### src/rtl/vc_output_arbiter_if.sv
`default_nettype none
// ============================================================================
//  Module   : vc_output_arbiter_if
//  Purpose  : Request/grant/credit bundle between the input ports, the
//             per-output arbiter and the downstream router stage.
//  Ports    : REQ/REQ_VC/REQ_TAIL  per-input request, VC and tail flag
//             IACK/ILCK            per-VC credit return and downstream lock
//             GNT/FIRE/OVCH/OLCK   grant, transfer strobe, VC, VC held
//             CREDIT_0/CREDIT_1    per-VC credit counts
//             ERR                  sticky credit protocol error
//  Modports : master = request/credit source, slave = arbiter
//  Revision : 1.0  initial release
// ============================================================================
interface vc_output_arbiter_if #(
  parameter int NPORTS = 5,
  parameter int CW     = 3
);
  logic [NPORTS-1:0] REQ;
  logic [NPORTS-1:0] REQ_VC;
  logic [NPORTS-1:0] REQ_TAIL;
  logic [1:0]        IACK;
  logic [1:0]        ILCK;
  logic [NPORTS-1:0] GNT;
  logic              FIRE;
  logic              OVCH;
  logic [1:0]        OLCK;
  logic [CW-1:0]     CREDIT_0;
  logic [CW-1:0]     CREDIT_1;
  logic              ERR;

  modport master (
    output REQ, REQ_VC, REQ_TAIL, IACK, ILCK,
    input  GNT, FIRE, OVCH, OLCK, CREDIT_0, CREDIT_1, ERR
  );

  modport slave (
    input  REQ, REQ_VC, REQ_TAIL, IACK, ILCK,
    output GNT, FIRE, OVCH, OLCK, CREDIT_0, CREDIT_1, ERR
  );
endinterface
`default_nettype wire

### src/rtl/vc_output_arbiter.sv
`default_nettype none
// ============================================================================
//  Module   : vc_output_arbiter
//  Purpose  : Per-output-port wormhole arbiter for a 5-port, 2-VC mesh router.
//             Round-robin among eligible inputs, holds the grant from head to
//             tail flit, tracks downstream credits per VC and gates every
//             flit transfer on credit availability.
//  Ports    : clk  - clock, rising edge
//             RST  - asynchronous active-high reset
//             bus  - vc_output_arbiter_if.slave (requests, credits, grant,
//                    FIRE, OVCH, OLCK, credit counts, ERR)
//  Revision : 1.0  initial release
// ============================================================================
module vc_output_arbiter #(
  parameter int NPORTS   = 5,
  parameter int CRED_MAX = 4,
  parameter int CW       = 3
) (
  input  wire logic         clk,
  input  wire logic         RST,
  vc_output_arbiter_if.slave bus
);

  localparam int            C_PW       = (NPORTS > 1) ? $clog2(NPORTS) : 1;
  localparam logic [CW-1:0] C_CRED_MAX = CW'(CRED_MAX);

  typedef enum logic [0:0] {
    ST_IDLE = 1'b0,
    ST_BUSY = 1'b1
  } state_t;

  // --------------------------------------------------------------------------
  // State
  // --------------------------------------------------------------------------
  state_t              r_state;
  state_t              w_state_nxt;
  logic [NPORTS-1:0]   r_gnt;
  logic [NPORTS-1:0]   w_gnt_nxt;
  logic [C_PW-1:0]     r_gidx;       // binary index of the granted input
  logic [C_PW-1:0]     w_gidx_nxt;
  logic                r_vc;         // VC latched at grant time
  logic                w_vc_nxt;
  logic [C_PW-1:0]     r_rr_ptr;
  logic [C_PW-1:0]     w_rr_ptr_nxt;
  logic [1:0][CW-1:0]  r_cred;
  logic [1:0][CW-1:0]  w_cred_nxt;
  logic                r_err;

  // --------------------------------------------------------------------------
  // Combinational helpers
  // --------------------------------------------------------------------------
  logic [1:0]          w_cred_ok;    // VC has at least one credit
  logic [1:0]          w_ovf;        // credit return with counter already full
  logic [1:0]          w_unf;        // consume attempt with counter empty
  logic [NPORTS-1:0]   w_elig;
  logic                w_pick_vld;
  logic [C_PW-1:0]     w_pick_idx;
  logic                w_fire;
  logic                w_tail;

  // Per-VC credit counter next-state. A fire and a credit return on the same
  // VC cancel out; an overflowing return saturates and flags an error.
  for (genvar v = 0; v < 2; v++) begin : g_vc
    logic w_dec;
    logic w_inc;

    assign w_cred_ok[v] = |r_cred[v];
    assign w_dec        = w_fire & (r_vc == 1'(v));
    assign w_inc        = bus.IACK[v];
    assign w_ovf[v]     = w_inc & ~w_dec & (r_cred[v] == C_CRED_MAX);
    assign w_unf[v]     = w_dec & ~w_inc & (r_cred[v] == '0);

    always_comb begin
      w_cred_nxt[v] = r_cred[v];
      if (w_inc && !w_dec && !w_ovf[v]) begin
        w_cred_nxt[v] = r_cred[v] + CW'(1);
      end else if (w_dec && !w_inc && !w_unf[v]) begin
        w_cred_nxt[v] = r_cred[v] - CW'(1);
      end
    end
  end

  // An input may win a new grant only if its VC has credit and is not locked
  // downstream. ILCK has no effect on a packet already in flight.
  for (genvar i = 0; i < NPORTS; i++) begin : g_elig
    assign w_elig[i] = bus.REQ[i]
                     & w_cred_ok[bus.REQ_VC[i]]
                     & ~bus.ILCK[bus.REQ_VC[i]];
  end

  // Round-robin pick: first eligible index at or after r_rr_ptr, wrapping.
  always_comb begin
    int j;
    j          = 0;
    w_pick_vld = 1'b0;
    w_pick_idx = '0;
    for (int k = 0; k < NPORTS; k++) begin
      j = int'(r_rr_ptr) + k;
      if (j >= NPORTS) begin
        j = j - NPORTS;
      end
      if (!w_pick_vld && w_elig[j]) begin
        w_pick_vld = 1'b1;
        w_pick_idx = C_PW'(j);
      end
    end
  end

  // A flit moves only while busy, the granted input still presents a flit,
  // and the latched VC has a credit downstream.
  assign w_fire = (r_state == ST_BUSY) & (|(bus.REQ & r_gnt)) & w_cred_ok[r_vc];
  assign w_tail = |(bus.REQ_TAIL & r_gnt);

  // --------------------------------------------------------------------------
  // FSM next-state and grant bookkeeping
  // --------------------------------------------------------------------------
  always_comb begin
    w_state_nxt  = r_state;
    w_gnt_nxt    = r_gnt;
    w_gidx_nxt   = r_gidx;
    w_vc_nxt     = r_vc;
    w_rr_ptr_nxt = r_rr_ptr;

    unique case (r_state)
      ST_IDLE: begin
        if (w_pick_vld) begin
          w_state_nxt = ST_BUSY;
          w_gnt_nxt   = NPORTS'(1) << w_pick_idx;
          w_gidx_nxt  = w_pick_idx;
          w_vc_nxt    = bus.REQ_VC[w_pick_idx];
        end
      end
      ST_BUSY: begin
        // Pointer moves only on release so the served input becomes lowest
        // priority for the next arbitration round.
        if (w_fire && w_tail) begin
          w_state_nxt  = ST_IDLE;
          w_gnt_nxt    = '0;
          w_gidx_nxt   = '0;
          w_vc_nxt     = 1'b0;
          w_rr_ptr_nxt = (r_gidx == C_PW'(NPORTS - 1)) ? '0 : r_gidx + C_PW'(1);
        end
      end
      default: begin
        w_state_nxt = ST_IDLE;
        w_gnt_nxt   = '0;
      end
    endcase
  end

  // --------------------------------------------------------------------------
  // Registers
  // --------------------------------------------------------------------------
  always_ff @(posedge clk or posedge RST) begin
    if (RST) begin
      r_state  <= ST_IDLE;
      r_gnt    <= '0;
      r_gidx   <= '0;
      r_vc     <= 1'b0;
      r_rr_ptr <= '0;
      r_cred   <= {C_CRED_MAX, C_CRED_MAX};
      r_err    <= 1'b0;
    end else begin
      r_state  <= w_state_nxt;
      r_gnt    <= w_gnt_nxt;
      r_gidx   <= w_gidx_nxt;
      r_vc     <= w_vc_nxt;
      r_rr_ptr <= w_rr_ptr_nxt;
      r_cred   <= w_cred_nxt;
      r_err    <= r_err | (|w_ovf) | (|w_unf);
    end
  end

  // --------------------------------------------------------------------------
  // Outputs
  // --------------------------------------------------------------------------
  assign bus.GNT      = r_gnt;
  assign bus.FIRE     = w_fire;
  assign bus.OVCH     = r_vc;
  assign bus.OLCK     = (r_state == ST_BUSY) ? (r_vc ? 2'b10 : 2'b01) : 2'b00;
  assign bus.CREDIT_0 = r_cred[0];
  assign bus.CREDIT_1 = r_cred[1];
  assign bus.ERR      = r_err;

endmodule
`default_nettype wire

### src/flat_wrapper.sv
// flat-port wrapper written by rule: the top's interface ports become plain ports
module vc_output_arbiter_flat 
#(
  parameter int NPORTS   = 5,
  parameter int CRED_MAX = 4,
  parameter int CW       = 3
)
  (clk, RST, bus_REQ, bus_REQ_VC, bus_REQ_TAIL, bus_IACK, bus_ILCK, bus_GNT, bus_FIRE, bus_OVCH, bus_OLCK, bus_CREDIT_0, bus_CREDIT_1, bus_ERR);
  vc_output_arbiter_if #(.NPORTS(NPORTS), .CW(CW)) bus_i ();
  input  wire logic clk;
  input  wire logic RST;
  input wire logic [$bits(bus_i.REQ)-1:0] bus_REQ;
  input wire logic [$bits(bus_i.REQ_VC)-1:0] bus_REQ_VC;
  input wire logic [$bits(bus_i.REQ_TAIL)-1:0] bus_REQ_TAIL;
  input wire logic [$bits(bus_i.IACK)-1:0] bus_IACK;
  input wire logic [$bits(bus_i.ILCK)-1:0] bus_ILCK;
  output wire logic [$bits(bus_i.GNT)-1:0] bus_GNT;
  output wire logic [$bits(bus_i.FIRE)-1:0] bus_FIRE;
  output wire logic [$bits(bus_i.OVCH)-1:0] bus_OVCH;
  output wire logic [$bits(bus_i.OLCK)-1:0] bus_OLCK;
  output wire logic [$bits(bus_i.CREDIT_0)-1:0] bus_CREDIT_0;
  output wire logic [$bits(bus_i.CREDIT_1)-1:0] bus_CREDIT_1;
  output wire logic [$bits(bus_i.ERR)-1:0] bus_ERR;
  assign bus_i.REQ = bus_REQ;
  assign bus_i.REQ_VC = bus_REQ_VC;
  assign bus_i.REQ_TAIL = bus_REQ_TAIL;
  assign bus_i.IACK = bus_IACK;
  assign bus_i.ILCK = bus_ILCK;
  assign bus_GNT = bus_i.GNT;
  assign bus_FIRE = bus_i.FIRE;
  assign bus_OVCH = bus_i.OVCH;
  assign bus_OLCK = bus_i.OLCK;
  assign bus_CREDIT_0 = bus_i.CREDIT_0;
  assign bus_CREDIT_1 = bus_i.CREDIT_1;
  assign bus_ERR = bus_i.ERR;
  vc_output_arbiter #(.NPORTS(NPORTS), .CRED_MAX(CRED_MAX), .CW(CW)) u_core (.clk(clk), .RST(RST), .bus(bus_i));
endmodule
### config.mk
export PLATFORM = sky130hd
export DESIGN_NAME = vc_output_arbiter_flat
export DESIGN_NICKNAME = d
export VERILOG_FILES = /design/src/rtl/vc_output_arbiter_if.sv /design/src/rtl/vc_output_arbiter.sv /design/src/flat_wrapper.sv
export SDC_FILE = /design/constraint.sdc
export NUM_CORES = 1
export LEC_CHECK = 0
export ABC_AREA = 1
export CAP_MARGIN = 25
export CORE_MARGIN = 2
export CORE_UTILIZATION = 55
export CTS_BUF_LIST = sky130_fd_sc_hd__clkbuf_16
export CTS_CLUSTER_DIAMETER = 80
export DETAILED_ROUTE_END_ITERATION = 12
export PLACE_DENSITY = 0.81
export SLEW_MARGIN = 30
export SYNTH_ARGS = -nofsm -noshare
export SYNTH_HDL_FRONTEND = slang
export SYNTH_SLANG_ARGS = --single-unit
### constraint.sdc
create_clock -name clk -period 7.2 [get_ports clk]
set_input_delay 2.16 -clock clk [delete_from_list [all_inputs] [get_ports clk]]
set_output_delay 2.16 -clock clk [all_outputs]
set_load 0.005 [all_outputs]
==> run summary, run 1 <==
* **end point of the critical path** bus_FIRE
* **FF-to-FF path depth** 20
* **highest attainable clock frequency** 0.173 GHz
* **met1 global-route usage** 37.2%
* **met3 usage** 4.47%
* **number of warnings issued by yosys** 0
* **CTS sink cnt** 20
* **syn avg cell area** 6.62 um^2
* **GRT Residual Overflow** 0
* **final hold violation count** 0
* **launching element type of the critical path** input port
* **number of maximum-capacitance violations** 0
* **Arrival @ worst endpoint** 3610 ps
* **Final HPWL DP** 5010 um
* **1st-iter DRT viols** 265
* **fraction of layout cells with a size suffix above 1** 16.3%
* **worst slew margin relative to its limit** 45.5%
* **combined area of the multi-input logic cells** 1640 um^2
* **cell type with the largest total area after synthesis** sky130_fd_sc_hd__dfrtp_1
* **pin slew with the least headroom to its limit** 817 ps
* **portion of synthesized cell area occupied by the leading cell type** 18.8%
* **cells along the critical path** clkdlybuf4s50_1 -> inv_1 -> o21ai_0 -> a21oi_1 -> nand3_1 -> nand2_1 -> inv_1 -> clkdlybuf4s50_1
* **crit path capture type** primary output
* **Post-synth EDFFs** 0
* **vertical extent of the die** 69.9 um
* **growth of design area from synthesis to finish** 19.9%
* **Detail Route Antenna Nets** 0
* **fraction of registers with async set or reset after synthesis** 100%
* **met2 Use GR** 44.6%
* **final critical path time including I/O delays and setup** 5770 ps
* **quantity of I/O buffers inserted on ports** 36
* **number of global-route vias before repair** 2,323
* **sequential cell area** 503 um^2
* **distinct cell type count after synthesis** 43
* **largest buffer count on any clock path** 2
* **wire length of the first global-routing pass** 10,800 um
* **final routed DRC violation total** 0
* **Core Footprint** 4090 um^2
* **Primary FF master, synth** sky130_fd_sc_hd__dfrtp_1
* **clock tree from TritonCTS** done
* **Die Outline Area** 4890 um^2
* **number of cells produced by synthesis** 361
* **FF-to-FF Start** u_core.r_rr_ptr[0]$_DFFE_PP0P_
* **pin count of the biggest net entering global routing** 21
* **Skew-Pair Late Insertion Delay** 260 ps
* **total vias in the final route** 2,487
* **post-CTS setup-driven buffer insertion count** 0
* **Critical Path RT** 5040 ps
* **root buffer cell** sky130_fd_sc_hd__clkbuf_16
* **Worst-path clk slew** 60 ps
* **post-route fraction of the period consumed by the critical path** 80.1%
* **antenna cells** 0
* **Worst Path Max Fanout** 3
* **DIE WIDTH** 69.9 um
* **gpl congestion** 0.877
* **Worst Setup Path Type** input port to primary output
* **starting utilization of the core area** 58.5%
* **Setup-failing EPs final** 0
* **Top Family by Delay on Critical Path** buffers and inverters
* **average via count per standard cell** 5.55
* **boundary pin count** 37
* **outcome** completed
* **wire length reported by the detailed router** 6290 um
* **Hold Buf Count CTS** 0
* **Max H-tree Level** 1
* **leading post-synthesis cells by cell area** sky130_fd_sc_hd__dfrtp_1, sky130_fd_sc_hd__nand2_1, sky130_fd_sc_hd__nand3_1, sky130_fd_sc_hd__inv_1, sky130_fd_sc_hd__ha_1
* **reg-to-reg endpoint** u_core.bus.OVCH$_DFFE_PP0P_
* **setup repair after global routing missed its margin** false
* **number of clock buffers inserted by TritonCTS** 3
* **net count after synthesis** 396
* **total number of placement rows** 23
* **number of storage elements in the synthesis netlist** 20
* **buffering stage count on the worst path with inverters included** 4
* **average detailed-routed wire length per instance** 14.0 um
* **fraction of the yosys area taken by sequential cells** 21.0%
* **count of TritonRoute iterations in the first routing pass** 5
* **antenna violations before repair** 0
* **R2R setup slack** 3820 ps
* **Resize count post-CTS** 0
* **overall fraction of global-route tracks in use** 27.1%
* **maximum clock skew at final layout** 5.37 ps
* **Final Max Tran Viols** 0
* **maximum cell stage delay along the critical path** 500 ps
* **setup tns final** 0 ps
* **Hold WC Path Type** flop to flop
* **number of cells on the critical path** 8
* **cell area after technology mapping** 2390 um^2
* **net count of the finished layout** 434
* **global-route layer with the greatest usage** met2
* **Layout fillers** 357
* **Worst path slowest cell** sky130_fd_sc_hd__clkdlybuf4s50_1
* **launching instance or port of the critical path** bus_REQ[3]
## cells in the final DEF (no fill, tap or decap), drive strengths merged, types with 3 or more instances in the layout
| master | Yosys | final |
|---|---|---|
| nand3 | 56 | 56 |
| a21oi | 8 | 8 |
| nor2 | 34 | 34 |
| dfrtp | 18 | 18 |
| o21ai | 16 | 16 |
| o31ai | 5 | 5 |
| nand2 | 115 | 115 |
| ha | 11 | 11 |
| clkbuf | 1 | 3 |
| nand4 | 8 | 8 |
| inv | 59 | 59 |
| o22ai | 4 | 4 |
| fa | 3 | 3 |
| mux2 | 3 | 3 |
| xor2 | 5 | 5 |
| clkdlybuf4s50 | 0 | 36 |
## area by class of cell
type / count / share of cell area, %
timing repair buffer: 36 / 12.6
sequential: 20 / 17.6
clock inverter: 1 / 0.131
multi-input combinational: 279 / 57.1
clock buffer: 3 / 2.62
inverter: 59 / 7.82
tap: 50 / 2.18
## metal layers
| layer | part of all wire (%) | vias up | wire length, um |
|---|---|---|---|
| met1 | 45 | 1143 | 2820 |
| met4 | 1.3 | 0 | 80 |
| li1 | - | 1250 | - |
| met5 | 0 | - | 0 |
| met2 | 48 | 85 | 3010 |
| met3 | 6.1 | 9 | 386 |
## how the worst min path moves through the flow
stage | start | to | slack (ps) | cells past startpoint
2_1_floorplan | u_core.bus.ERR$_DFF_PP0_ | u_core.bus.ERR$_DFF_PP0_ | 490 | 2
6_report | u_core.bus.ERR$_DFF_PP0_ | u_core.bus.ERR$_DFF_PP0_ | 520 | 2
5_1_grt | u_core.bus.ERR$_DFF_PP0_ | u_core.bus.ERR$_DFF_PP0_ | 560 | 2
3_3_place_gp | u_core.bus.ERR$_DFF_PP0_ | u_core.bus.ERR$_DFF_PP0_ | 490 | 2
3_5_place_dp | u_core.bus.ERR$_DFF_PP0_ | u_core.bus.ERR$_DFF_PP0_ | 510 | 2
4_1_cts | u_core.bus.ERR$_DFF_PP0_ | u_core.bus.ERR$_DFF_PP0_ | 530 | 2
## sequential cells by signal (all words and copies together), names as in the netlist
register and flops:
u_core.bus.GNT 5, u_core.bus.CREDIT_0 3, u_core.bus.CREDIT_1 3, u_core.r_gidx 3, u_core.r_rr_ptr 3, u_core.bus.ERR 1, u_core.bus.OVCH 1, u_core.r_state 1
## cells by family (layout without fill, tap and decap cells)
logic type | after synthesis | in the layout | synth area share (%)
adder cells (fa/ha/maj) | 14 | 14 | 8.27
AO/OA/AOI/OAI | 38 | 38 | 10.8
XOR/XNOR | 6 | 6 | 2.83
buffers and inverters | 62 | 99 | 10.5
flip-flops | 20 | 20 | 21.0
AND/OR/NAND/NOR | 217 | 217 | 44.8
multiplexers | 4 | 4 | 1.83
## worst reg2reg max path: stages, from the launching register on
cell,delay (ps)
sky130_fd_sc_hd__dfrtp_1,730
sky130_fd_sc_hd__inv_4,120
sky130_fd_sc_hd__ha_1,270
sky130_fd_sc_hd__ha_1,330
sky130_fd_sc_hd__inv_1,190
sky130_fd_sc_hd__nand2_1,80
sky130_fd_sc_hd__o21ai_0,160
sky130_fd_sc_hd__nand2_1,90
sky130_fd_sc_hd__nor2_1,150
sky130_fd_sc_hd__nand2_2,80
sky130_fd_sc_hd__nand2_4,110
sky130_fd_sc_hd__o21ai_0,110
sky130_fd_sc_hd__a31oi_1,310
sky130_fd_sc_hd__nand2_1,120
sky130_fd_sc_hd__nand2_1,80
sky130_fd_sc_hd__nand2_1,80
sky130_fd_sc_hd__nor2_1,100
sky130_fd_sc_hd__nand2_1,50
sky130_fd_sc_hd__inv_1,50
sky130_fd_sc_hd__nand2_1,60
sky130_fd_sc_hd__nand2_1,60
## per-stage QoR
step	setup WS, ps	hold slack (ps)	utilization [%]	cell area, um^2	cells
detailed placement	1430	515	68.2	2790	444
floorplan	2440	489	-	2390	361
CTS	1420	529	70.1	2870	448
global route	1310	555	70.1	2870	448
finish	1430	520	70.1	2870	448
global placement	1460	490	68.2	2790	444
## cell usage after synthesis, types with 2 or more instances
library cell / instances
sky130_fd_sc_hd__a21oi_1: 6
sky130_fd_sc_hd__a21oi_2: 2
sky130_fd_sc_hd__buf_6: 2
sky130_fd_sc_hd__dfrtp_1: 18
sky130_fd_sc_hd__dfstp_2: 2
sky130_fd_sc_hd__fa_1: 3
sky130_fd_sc_hd__ha_1: 11
sky130_fd_sc_hd__inv_1: 46
sky130_fd_sc_hd__inv_2: 12
sky130_fd_sc_hd__mux2_2: 3
sky130_fd_sc_hd__nand2_1: 97
sky130_fd_sc_hd__nand2_2: 15
sky130_fd_sc_hd__nand2_4: 3
sky130_fd_sc_hd__nand3_1: 53
sky130_fd_sc_hd__nand3_2: 3
sky130_fd_sc_hd__nand4_1: 7
sky130_fd_sc_hd__nor2_1: 24
sky130_fd_sc_hd__nor2_2: 6
sky130_fd_sc_hd__nor2_4: 3
sky130_fd_sc_hd__o21ai_0: 10
sky130_fd_sc_hd__o21ai_1: 2
sky130_fd_sc_hd__o21ai_2: 3
sky130_fd_sc_hd__o22ai_1: 4
sky130_fd_sc_hd__o31ai_1: 4
sky130_fd_sc_hd__xor2_1: 4
Power of run 1 is not shown: default switching activity piles up to over one toggle a cycle in this logic, so the estimate is an artifact.
==> inputs of run 2 (changes only) <==
--- a/config.mk
+++ b/config.mk
@@ -8,11 +8,11 @@
 export ABC_AREA = 1
 export CAP_MARGIN = 25
 export CORE_MARGIN = 2
-export CORE_UTILIZATION = 55
+export CORE_UTILIZATION = 50
 export CTS_BUF_LIST = sky130_fd_sc_hd__clkbuf_16
 export CTS_CLUSTER_DIAMETER = 80
 export DETAILED_ROUTE_END_ITERATION = 12
-export PLACE_DENSITY = 0.81
+export PLACE_DENSITY = 0.78
 export SLEW_MARGIN = 30
 export SYNTH_ARGS = -nofsm -noshare
 export SYNTH_HDL_FRONTEND = slang
==> constraint.sdc (replaced) <==
create_clock -name clk -period 5.3 [get_ports clk]
set_input_delay 1.59 -clock clk [delete_from_list [all_inputs] [get_ports clk]]
set_output_delay 1.59 -clock clk [all_outputs]
set_load 0.005 [all_outputs]
==> run 2 against run 1 <==
  * Via count decreased by 2.6%
  * Utilization decreased by 8.5 points
  * First-iteration DRC count decreased by 25%
  * Worst hold slack improved by 12 ps
  * Flip-flop and latch count unchanged
  * Clock skew decreased by 4.6 ps
  * Sequential share of layout area about the same
  * Critical endpoint unchanged
  * Highest routed layer unchanged
==> run summary, run 2 (synthesis gave the netlist of run 1 again) <==
* **Resize count post-CTS** 0, unchanged
* **post-route fraction of the period consumed by the critical path** 87.4%
* **root buffer cell** sky130_fd_sc_hd__clkbuf_16
* **pin count of the biggest net entering global routing** 21, unchanged
* **number of global-route vias before repair** 2,216, -4.6%
* **net count of the finished layout** 434, unchanged
* **pin slew with the least headroom to its limit** 757 ps, -59.2 ps
* **average detailed-routed wire length per instance** 13.6 um, -3.2%
* **post-CTS setup-driven buffer insertion count** 0, unchanged
* **count of TritonRoute iterations in the first routing pass** 5, unchanged
* **boundary pin count** 37, unchanged
* **vertical extent of the die** 73.1 um, +4.6%
* **number of maximum-capacitance violations** 0, unchanged
* **final critical path time including I/O delays and setup** 4630 ps
* **maximum cell stage delay along the critical path** 510 ps, about the same
* **final routed DRC violation total** 0, unchanged
* **Hold Buf Count CTS** 0, unchanged
* **antenna cells** 0, unchanged
* **Worst-path clk slew** 50 ps, about the same
* **average via count per standard cell** 5.36, -3.5%
* **setup tns final** 0 ps, unchanged
* **Critical Path RT** 3710 ps, -1330 ps
* **total number of placement rows** 25, +8.7%
* **Final Max Tran Viols** 0, unchanged
* **launching element type of the critical path** input port
* **Skew-Pair Late Insertion Delay** 250 ps, about the same
* **setup repair after global routing missed its margin** false
* **GRT Residual Overflow** 0, unchanged
* **largest buffer count on any clock path** 2, unchanged
* **clock tree from TritonCTS** done
* **Final HPWL DP** 4950 um, -1.2%
* **starting utilization of the core area** 51.3%, -7.2 points
* **number of clock buffers inserted by TritonCTS** 3, unchanged
* **Worst Setup Path Type** input port to primary output
* **cells along the critical path** clkdlybuf4s50_1 -> inv_1 -> o21ai_0 -> a21oi_1 -> nand3_1 -> nand2_1 -> inv_1 -> clkdlybuf4s50_1
* **antenna violations before repair** 0, unchanged
* **total vias in the final route** 2,422, -2.6%
* **final hold violation count** 0, unchanged
* **Setup-failing EPs final** 0, unchanged
* **1st-iter DRT viols** 198, -25%
* **most common library cell in the layout ignoring fill and taps** sky130_fd_sc_hd__nand2_1
* **growth of design area from synthesis to finish** 20.1%
* **crit path capture type** primary output
* **Arrival @ worst endpoint** 3040 ps, -570 ps
* **highest attainable clock frequency** 0.216 GHz
* **Core Footprint** 4660 um^2, +14%
* **outcome** completed
* **number of flip-flops under the largest register name** 5, unchanged
* **wire length reported by the detailed router** 6150 um, -2.3%
* **Worst path slowest cell** sky130_fd_sc_hd__clkdlybuf4s50_1
* **fraction of layout cells with a size suffix above 1** 16.3%, unchanged
* **DIE WIDTH** 73.1 um, +4.6%
* **Max H-tree Level** 1, unchanged
* **CTS sink cnt** 20, unchanged
* **Detail Route Antenna Nets** 0, unchanged
* **Worst Path Max Fanout** 3, unchanged
* **most frequent cells in the layout** sky130_fd_sc_hd__nand2_1, sky130_fd_sc_hd__nand3_1, sky130_fd_sc_hd__inv_1
* **maximum clock skew at final layout** 0.789 ps, -4.58 ps
* **Die Outline Area** 5350 um^2, +9.4%
* **worst slew margin relative to its limit** 49.5%, +4.0 points
* **wire length of the first global-routing pass** 10,100 um, -6.8%
* **Hold WC Path Type** flop to flop
* **gpl congestion** 0.888, +1.2%
* **overall fraction of global-route tracks in use** 24.1%, -3.0 points
* **quantity of I/O buffers inserted on ports** 36, unchanged
## run 2: critical path: cells and delay by family
| kind | cells | cell delay, ps |
|---|---|---|
| buf+inv | 4 | 1090 |
| compound gates | 2 | 200 |
| simple gates | 2 | 160 |
## run 2: worst paths after layout
path | endpoint | cells after the start | startpoint | slack, ps
min | u_core.bus.ERR$_DFF_PP0_ | 2 | u_core.bus.ERR$_DFF_PP0_ | 530
max reg2reg | u_core.bus.OVCH$_DFFE_PP0P_ | 24 | u_core.r_rr_ptr[0]$_DFFE_PP0P_ | 1910
max in group asynchronous | u_core.r_rr_ptr[1]$_DFFE_PP0P_ | 2 | RST | 3040
min in group asynchronous | u_core.bus.OVCH$_DFFE_PP0P_ | 2 | RST | 1780
max | bus_FIRE | 8 | bus_REQ[3] | 670
min reg2reg | u_core.bus.ERR$_DFF_PP0_ | 2 | u_core.bus.ERR$_DFF_PP0_ | 530
## run 2: per-stage QoR
step | setup WS, ps | hold WS, ps | std cells | cell area [um^2] | util, %
floorplan | 1680 | 489 | 361 | 2390 | -
global placement | 673 | 506 | 448 | 2790 | 59.9
detailed placement | 663 | 518 | 448 | 2790 | 59.9
CTS | 655 | 535 | 452 | 2870 | 61.6
global route | 488 | 561 | 452 | 2870 | 61.6
finish | 666 | 531 | 452 | 2870 | 61.6
## run 2: per-layer routing
layer | global-route usage, % | vias up | wire (um)
met5 | 0 | - | 0
met4 | 7.41 | 0 | 87
met3 | 2.07 | 12 | 234
met2 | 41.8 | 59 | 3120
met1 | 31.5 | 1101 | 2710
li1 | - | 1250 | -
## run 2: layout make-up
cell class	count	area, um^2
Tap cell	54	67.6
Inverter	59	224
Fill cell	442	1790
Clock buffer	3	75.1
Sequential cell	20	503
Timing Repair Buffer	36	360
Clock inverter	1	3.75
Multi-Input combinational cell	279	1640
Power of run 2 is left out for the same reason.
==> inputs of run 3 (changes only) <==
--- a/config.mk
+++ b/config.mk
@@ -6,13 +6,13 @@
 export NUM_CORES = 1
 export LEC_CHECK = 0
 export ABC_AREA = 1
-export CAP_MARGIN = 25
 export CORE_MARGIN = 2
-export CORE_UTILIZATION = 50
+export CORE_UTILIZATION = 55
 export CTS_BUF_LIST = sky130_fd_sc_hd__clkbuf_16
 export CTS_CLUSTER_DIAMETER = 80
 export DETAILED_ROUTE_END_ITERATION = 12
-export PLACE_DENSITY = 0.78
+export DONT_BUFFER_PORTS = 1
+export PLACE_DENSITY = 0.7
 export SLEW_MARGIN = 30
 export SYNTH_ARGS = -nofsm -noshare
 export SYNTH_HDL_FRONTEND = slang
==> constraint.sdc (replaced) <==
create_clock -name clk -period 5 [get_ports clk]
set_input_delay 1.5 -clock clk [delete_from_list [all_inputs] [get_ports clk]]
set_output_delay 1.5 -clock clk [all_outputs]
set_load 0.005 [all_outputs]
==> run 3 against run 2 <==
  * Die area fell by 8.6%
  * First-iteration DRC count fell by 8.6%
  * Non-clock buffer count fell by 36
  * Flip-flop and latch count did not move
  * Critical path depth fell by 2
  * Setup slack improved by 770 ps
  * Wire length fell by 5.8%
  * Critical path type unchanged
==> run summary, run 3 (synthesis gave the netlist of run 1 again) <==
* **total number of placement rows** 23, -8.0%
* **growth of design area from synthesis to finish** 5.92%
* **maximum clock skew at final layout** 1.78 ps, +0.991 ps
* **net count of the finished layout** 398, -8.3%
* **average detailed-routed wire length per instance** 14.1 um, +3.3%
* **met1 global-route usage** 36.0%, +4.5 points
* **antenna violations before repair** 0, unchanged
* **Arrival @ worst endpoint** 2060 ps, -980 ps
* **Worst path most repeated cell** sky130_fd_sc_hd__inv_1
* **total vias in the final route** 2,317, -4.3%
* **Setup-failing EPs final** 0, unchanged
* **R2R setup slack** 1640 ps, -270 ps
* **final hold violation count** 0, unchanged
* **setup tns final** 0 ps, unchanged
* **vertical extent of the die** 69.9 um, -4.4%
* **Worst Setup Path Type** input port to primary output
* **number of maximum-capacitance violations** 0, unchanged
* **fraction of layout cells with a size suffix above 1** 18.2%, +1.9 points
* **CTS sink cnt** 20, unchanged
* **Post-Route Utilization** 61.9%, +0.36 points
* **highest attainable clock frequency** 0.281 GHz
* **final critical path time including I/O delays and setup** 3560 ps
* **met2 Use GR** 36.8%, -5.0 points
* **Final HPWL DP** 4700 um, -5.1%
* **count of TritonRoute iterations in the first routing pass** 5, unchanged
* **boundary pin count** 37, unchanged
* **Worst path slowest cell** sky130_fd_sc_hd__a21oi_1
* **Worst-path clk slew** 60 ps, about the same
* **antenna cells** 0, unchanged
* **clock tree from TritonCTS** done
* **most common library cell in the layout ignoring fill and taps** sky130_fd_sc_hd__nand2_1
* **non-filler instance count after layout** 412, -8.8%
* **pin count of the biggest net entering global routing** 21, unchanged
* **wire length of the first global-routing pass** 9650 um, -4.6%
* **Detail Route Antenna Nets** 0, unchanged
* **root buffer cell** sky130_fd_sc_hd__clkbuf_16
* **setup repair after global routing missed its margin** false
* **Placed Cells** 408, -8.9%
* **overall fraction of global-route tracks in use** 24.3%, +0.25 points
* **average via count per standard cell** 5.62, +5.0%
* **Final Max Tran Viols** 0, unchanged
* **Die Outline Area** 4890 um^2, -8.6%
* **quantity of I/O buffers inserted on ports** 0, -100%
* **Resize count post-CTS** 0, unchanged
* **largest buffer count on any clock path** 2, unchanged
* **most frequent cells in the layout** sky130_fd_sc_hd__nand2_1, sky130_fd_sc_hd__nand3_1, sky130_fd_sc_hd__inv_1
* **Skew-Pair Late Insertion Delay** 250 ps, about the same
* **post-route fraction of the period consumed by the critical path** 71.3%
* **DIE WIDTH** 69.9 um, -4.4%
* **maximum cell stage delay along the critical path** 120 ps, -390 ps
* **wire length reported by the detailed router** 5790 um, -5.8%
* **cells along the critical path** inv_1 -> o21ai_0 -> a21oi_1 -> nand3_1 -> nand2_1 -> inv_1
* **met3 usage** 5.34%, +3.3 points
* **1st-iter DRT viols** 181, -8.6%
* **Hold WC Path Type** flop to flop
* **Critical Path RT** 3500 ps, -210 ps
* **Hold Buf Count CTS** 0, unchanged
* **gpl congestion** 0.907, +2.2%
* **starting utilization of the core area** 58.5%, +7.2 points
* **number of clock buffers inserted by TritonCTS** 3, unchanged
* **number of flip-flops under the largest register name** 5, unchanged
* **crit path capture type** primary output
* **outcome** completed
* **worst slew margin relative to its limit** 49.1%, -0.38 points
* **post-CTS setup-driven buffer insertion count** 0, unchanged
* **number of global-route vias before repair** 2,026, -8.6%
* **pin slew with the least headroom to its limit** 763 ps, +5.67 ps
* **final routed DRC violation total** 0, unchanged
* **Max H-tree Level** 1, unchanged
* **Core Footprint** 4090 um^2, -12%
* **launching element type of the critical path** input port
* **global-route layer with the greatest usage** met2
* **Worst Path Max Fanout** 3, unchanged
* **GRT Residual Overflow** 0, unchanged
## run 3: routing by layer
metal,routed length (um),vias to the layer above
li1,-,1174
met2,2520,88
met3,434,5
met1,2800,1050
met4,34,0
met5,0,-
## run 3: through the flow
stage	area [um^2]	hold slack, ps	setup WS [ps]
floorplan	2390	489	1560
global placement	2430	527	1490
detailed placement	2430	526	1460
CTS	2530	533	1450
global route	2530	577	1260
finish	2530	542	1440
## run 3: final cells by class
| cell class | count | area, um^2 |
|---|---|---|
| multi-input cells | 279 | 1640 |
| fillers | 381 | 1560 |
| flip-flops and latches | 20 | 503 |
| inverters | 59 | 224 |
| clock buffers | 3 | 75.1 |
| well taps | 50 | 62.6 |
| clock inverters | 1 | 30.0 |
## run 3: worst paths after layout
path                                                     start                                  to  cells after the start
max in group asynchronous                                  RST  u_core.bus.CREDIT_1[0]$_DFFE_PP0P_                      1
worst min register to register        u_core.bus.ERR$_DFF_PP0_            u_core.bus.ERR$_DFF_PP0_                      2
min in group asynchronous                                  RST  u_core.bus.CREDIT_0[1]$_DFFE_PP0P_                      1
worst min-delay path                  u_core.bus.ERR$_DFF_PP0_            u_core.bus.ERR$_DFF_PP0_                      2
worst max-delay path                                bus_REQ[3]                            bus_FIRE                      6
worst max register to register  u_core.r_rr_ptr[0]$_DFFE_PP0P_         u_core.bus.OVCH$_DFFE_PP0P_                     24
## run 3: worst max-delay path, delay by kind of cell
kind	cells	cell delay (ps)
compound gates	2	200
buf+inv	2	150
simple gates	2	210
Power of run 3 is left out for the same reason.
